===== src/rtl/karatsuba_mult_pipe.sv =====
// Pipelined one-level Karatsuba multiplier, signed/unsigned per beat.
// Ports: clk, rst (sync, high); in_valid/in_ready, in_a, in_b,
//   in_signed, in_tag; out_valid/out_ready, out_p (2*WIDTH), out_tag.
// Three register stages: S1 magnitudes+half sums, S2 sub-products,
// S3 recombine+sign. Whole pipe stalls on back-pressure.
module karatsuba_mult_pipe #(
  parameter int WIDTH = 32,
  parameter int TAG_W = 4
) (
  input  logic               clk,
  input  logic               rst,
  input  logic               in_valid,
  output logic               in_ready,
  input  logic [WIDTH-1:0]   in_a,
  input  logic [WIDTH-1:0]   in_b,
  input  logic               in_signed,
  input  logic [TAG_W-1:0]   in_tag,
  output logic               out_valid,
  input  logic               out_ready,
  output logic [2*WIDTH-1:0] out_p,
  output logic [TAG_W-1:0]   out_tag
);

  localparam int H   = WIDTH / 2;
  localparam int W2  = 2 * WIDTH;
  localparam int ZW  = 2 * H;
  localparam int Z1W = 2 * H + 2;

  logic w_adv;

  // S1 combinational
  logic             w_a_neg;
  logic             w_b_neg;
  logic [WIDTH-1:0] w_a_mag;
  logic [WIDTH-1:0] w_b_mag;
  logic             w_neg;
  logic [H:0]       w_sa;
  logic [H:0]       w_sb;

  // S1 registers
  logic             r1_v;
  logic             r1_neg;
  logic [TAG_W-1:0] r1_tag;
  logic [H-1:0]     r1_al;
  logic [H-1:0]     r1_ah;
  logic [H-1:0]     r1_bl;
  logic [H-1:0]     r1_bh;
  logic [H:0]       r1_sa;
  logic [H:0]       r1_sb;

  // S2 combinational / registers
  logic [ZW-1:0]    w_z0;
  logic [ZW-1:0]    w_z2;
  logic [Z1W-1:0]   w_z1;
  logic             r2_v;
  logic             r2_neg;
  logic [TAG_W-1:0] r2_tag;
  logic [ZW-1:0]    r2_z0;
  logic [ZW-1:0]    r2_z2;
  logic [Z1W-1:0]   r2_z1;

  // S3 combinational / registers
  logic [Z1W-1:0]   w_mid;
  logic [W2-1:0]    w_mag;
  logic [W2-1:0]    w_p;
  logic             r3_v;
  logic [W2-1:0]    r3_p;
  logic [TAG_W-1:0] r3_tag;

  assign w_adv     = !r3_v || out_ready;
  assign in_ready  = w_adv;
  assign out_valid = r3_v;
  assign out_p     = r3_p;
  assign out_tag   = r3_tag;

  // Negating the most negative value wraps to 2^(WIDTH-1),
  // which is the correct unsigned magnitude.
  assign w_a_neg = in_signed & in_a[WIDTH-1];
  assign w_b_neg = in_signed & in_b[WIDTH-1];
  assign w_a_mag = w_a_neg ? (~in_a + WIDTH'(1)) : in_a;
  assign w_b_mag = w_b_neg ? (~in_b + WIDTH'(1)) : in_b;
  assign w_neg   = in_signed & (in_a[WIDTH-1] ^ in_b[WIDTH-1]);

  assign w_sa = {1'b0, w_a_mag[WIDTH-1:H]} + {1'b0, w_a_mag[H-1:0]};
  assign w_sb = {1'b0, w_b_mag[WIDTH-1:H]} + {1'b0, w_b_mag[H-1:0]};

  assign w_z0 = {{H{1'b0}}, r1_al} * {{H{1'b0}}, r1_bl};
  assign w_z2 = {{H{1'b0}}, r1_ah} * {{H{1'b0}}, r1_bh};
  assign w_z1 = {{(H+1){1'b0}}, r1_sa} * {{(H+1){1'b0}}, r1_sb};

  // Z1 >= Z0 + Z2 always, so mid never underflows.
  assign w_mid = r2_z1 - {2'b00, r2_z2} - {2'b00, r2_z0};

  assign w_mag = {r2_z2, {WIDTH{1'b0}}}
               + ({{(W2-Z1W){1'b0}}, w_mid} << H)
               + {{WIDTH{1'b0}}, r2_z0};

  // A zero magnitude negates to zero, so no -0 artefact.
  assign w_p = r2_neg ? (~w_mag + W2'(1)) : w_mag;

  always_ff @(posedge clk) begin
    if (rst) begin
      r1_v   <= 1'b0;
      r1_neg <= 1'b0;
      r1_tag <= '0;
      r1_al  <= '0;
      r1_ah  <= '0;
      r1_bl  <= '0;
      r1_bh  <= '0;
      r1_sa  <= '0;
      r1_sb  <= '0;
    end else if (w_adv) begin
      r1_v   <= in_valid;
      r1_neg <= w_neg;
      r1_tag <= in_tag;
      r1_al  <= w_a_mag[H-1:0];
      r1_ah  <= w_a_mag[WIDTH-1:H];
      r1_bl  <= w_b_mag[H-1:0];
      r1_bh  <= w_b_mag[WIDTH-1:H];
      r1_sa  <= w_sa;
      r1_sb  <= w_sb;
    end
  end

  always_ff @(posedge clk) begin
    if (rst) begin
      r2_v   <= 1'b0;
      r2_neg <= 1'b0;
      r2_tag <= '0;
      r2_z0  <= '0;
      r2_z2  <= '0;
      r2_z1  <= '0;
    end else if (w_adv) begin
      r2_v   <= r1_v;
      r2_neg <= r1_neg;
      r2_tag <= r1_tag;
      r2_z0  <= w_z0;
      r2_z2  <= w_z2;
      r2_z1  <= w_z1;
    end
  end

  always_ff @(posedge clk) begin
    if (rst) begin
      r3_v   <= 1'b0;
      r3_p   <= '0;
      r3_tag <= '0;
    end else if (w_adv) begin
      r3_v   <= r2_v;
      r3_p   <= w_p;
      r3_tag <= r2_tag;
    end
  end

endmodule


===== config.mk =====
export PLATFORM = sky130hd
export DESIGN_NAME = karatsuba_mult_pipe
export DESIGN_NICKNAME = d
export VERILOG_FILES = /design/src/rtl/karatsuba_mult_pipe.sv
export SDC_FILE = /design/constraint.sdc
export NUM_CORES = 2
export LEC_CHECK = 0
export CORE_MARGIN = 8
export CORE_UTILIZATION = 31
export CTS_CLUSTER_DIAMETER = 30
export DETAILED_ROUTE_END_ITERATION = 8
export MAX_ROUTING_LAYER = met4
export SYNTH_ARGS = -nofsm -noshare
export SYNTH_HDL_FRONTEND = slang
export SYNTH_SLANG_ARGS = --single-unit

===== constraint.sdc =====
create_clock -name clk -period 7.2 [get_ports clk]
set_input_delay 0.72 -clock clk [delete_from_list [all_inputs] [get_ports clk]]
set_output_delay 0.72 -clock clk [all_outputs]
set_load 0.005 [all_outputs]

==> out/qor.yml <==
slew_headroom: 0.267
placementRows: 138
vias: 37400
antenna_left: 0
max_stage_delay_ns: 0.53
postCtsHoldBufs: 0
async_flop_share: 0
fin_setup_tns_ns: 0
drive_gt1_frac: 0.0985
wl_microns: 135000
min_period_over_period: 0.974
drv_slew: 0
fin_area_sq_um: 52200
port_buffers: 142
crit_path_end: "out_p[63]$_SDFFE_PP0P_"
cts_root_buf: "clkbuf_16"
synth_common_cells: "nand2_1, inv_1, fa_1, ha_1, nor2_1"
clock_sinks: 277
synth_warnings: 0
path_delay_family: "compound AO/OA/AOI/OAI gates"
final_cells: 7609
clk_latency_ns: 0.65
hold_slack_ns: 0.446
r2r_slack_ns: 0.19
grt_overflow: 0
ys_top_cells_by_area: "fa_1, dfxtp_1, ha_1"
multiInputGateArea_sq_um: 34800
drc_errors: 0
yosysMostFrequentCell: "nand2_1"
fin_skew_ns: 0.0396
highest_layer: "met4"
synth_flop_cell: "dfxtp_1"
fillers: 14500
crit_type: "flip-flop to flip-flop"
seq_area_frac_synth: 0.126
powerDensity_nw_per_um2: 501
via_per_inst: 4.91
drt_iter0_drc: 2536
fin_nets: 6805
met2WireLength_microns: 57400
track_usage: 0.175
leakage_uw: 0.0242
cts_tree: "built"
synth_compound_area_frac: 0.118
grt_pass1_vias: 37800
tightest_slew_ns: 1.10
cp_slowest_cell: "fa_1"
reg2regPathDepth: 32
place_congestion: 0.910
avgSynthCellArea_sq_um: 8.16
crit_fanout: 4
post_synth_fa_ha_maj_area_fraction: 0.413
fp.dieH_microns: 393
timing.rr.end: "out_p[63]$_SDFFE_PP0P_"
synth_top_area_share: 0.293
synthMuxAreaShare: 0.00139
ff_latch_area_sq_um: 5580
yosys.area_share.simple: 0.192
hpwlAfterDp_microns: 112000
hold_class: "flip-flop to flip-flop"
wl_met1_microns: 65600
synth_top_family_by_area: "adder cells"
dpl_cell_area_sq_um: 49200
syn_nets: 6553
die_area_sq_um: 155000
dr.pass1.iters: 6
start_util: 0.312
yosysTopAreaCell: "fa_1"
route.met3.wl_microns: 8800
areaGrowthSynthToFinish_pct: 18.1
synth_cell_types: 94
crit_path_end_kind: "flip-flop"
antenna_found_initial: 3
grt_max_degree: 147
drv_cap: 0
clk_pin_slew_worst_paths_ns: 0.05
ios: 143
synth_xor_xnor_area_share: 0.0547
synth-edff-count: 0
status: "finished clean"
setup_viol: 0
fmax_mhz: 143
startpoint: "r2_z1[0]$_SDFFE_PP0P_"
ir_drop_mv: 0.370
synthCells: 5410
required_ns: 7.79
cp-start-kind: "flip-flop"
cp.depth: 32
setup_slack_ns: 0.187
ys_ff_latch: 277
cts_max_level: 3
wl_per_cell_microns: 17.8
worstReg2RegStart: "r2_z1[0]$_SDFFE_PP0P_"
cts_max_path_buffers: 3
arrival_ns: 7.60
cp_num_buf_inv: 5
syn_area_sq_um: 44200
min_period_ns: 7.01
hold_viol: 0
grt_first_pass_wirelength_microns: 213000
dp.cells: 7462
cts_made_buffers: 73
pre_cts_ws_ns: -0.338
core-area_sq_um: 141000
fp.dieW_microns: 393
how the worst min path moves through the flow:
| stage | from | to | slack (ns) | depth (start not counted) |
|---|---|---|---|---|
| final | out_tag[3]$_SDFFE_PP0P_ | out_tag[3]$_SDFFE_PP0P_ | 0.45 | 2 |
| after global routing | r2_z1[0]$_SDFFE_PP0P_ | r2_z1[0]$_SDFFE_PP0P_ | 0.46 | 2 |
| after CTS | out_tag[1]$_SDFFE_PP0P_ | out_tag[1]$_SDFFE_PP0P_ | 0.45 | 2 |
| after detailed placement | out_tag[3]$_SDFFE_PP0P_ | out_tag[3]$_SDFFE_PP0P_ | 0.44 | 2 |
| after global placement | out_tag[2]$_SDFFE_PP0P_ | out_tag[2]$_SDFFE_PP0P_ | 0.44 | 2 |
| after floorplan | r2_z2[28]$_SDFFE_PP0P_ | r2_z2[28]$_SDFFE_PP0P_ | 0.43 | 2 |
stage by stage:
step	utilization	total power, uW
2_1_floorplan	-	15100
3_3_place_gp	0.348	21700
3_5_place_dp	0.348	21800
4_1_cts	0.366	25400
5_1_grt	0.369	28500
6_report	0.369	26100
worst reg2reg max path, delay by kind of cell (launching register included):
family                   cells  cell delay (ns)
XOR/XNOR                     2             0.39
flip-flops                   1             0.32
adder cells (fa/ha/maj)      4             1.43
AO/OA/AOI/OAI               14             2.34
buffers and inverters        5             0.55
AND/OR/NAND/NOR              7             1.94
flip-flops by register name (all words and copies together) (netlist names), 4 cells and up:
signal / cells
r1_ah: 16
r1_bl: 16
r2_tag: 4
out_p: 64
r2_z1: 34
r1_bh: 16
r1_tag: 4
r1_sb: 17
r1_al: 16
out_tag: 4
r2_z2: 32
r2_z0: 32
r1_sa: 17
power by group:
group	switching (uW)	internal [uW]
combinational	11400	9020
sequential	475	1940
clock	1090	2230
total	12900	13200
final cells by class:
cell class                 count  share of cell area
multi-input combinational   4022               0.667
sequential                   277               0.107
timing repair buffer         451              0.0723
inverter                     837              0.0604
tap                         1890              0.0453
clock buffer                  94              0.0392
clock inverter                37             0.00897
antenna                        1           0.0000480
repair_timing:
item | CTS | global route
resized for setup | 11 | 95
endpoints found under the setup margin | 15 | 36
pin swaps | 12 | 57
buffers inserted | 2 | 13
endpoints found under the hold margin | 0 | 0
cell usage in the layout (no fill, tap or decap), drive strengths merged, types with 32 or more instances in the layout:
cell,instances
a211oi,72
a21o,92
a21oi,300
and2,291
buf,309
clkbuf,95
clkdlybuf4s50,141
dfxtp,277
fa,647
ha,423
inv,846
nand2,910
nand3,55
nor2,305
nor3,105
o21ai,144
o21bai,32
xnor2,164
xor2,111
cell families after synthesis:
kind of cell | Yosys count
AOI/OAI and AO/OA | 820
xor gates and xnor gates | 275
adders and majority gates | 1070
buffers and inverters | 1111
DFF | 277
muxes | 6
and+or+nand+nor | 1851
metal layers:
layer / up-vias / track usage
li1: 17700 / -
met1: 18300 / 0.248
met2: 1210 / 0.260
met3: 168 / 0.0291
met4: 0 / 0.0441
met5: - / -
No activity file was read; power rests on OpenSTA's default activity.
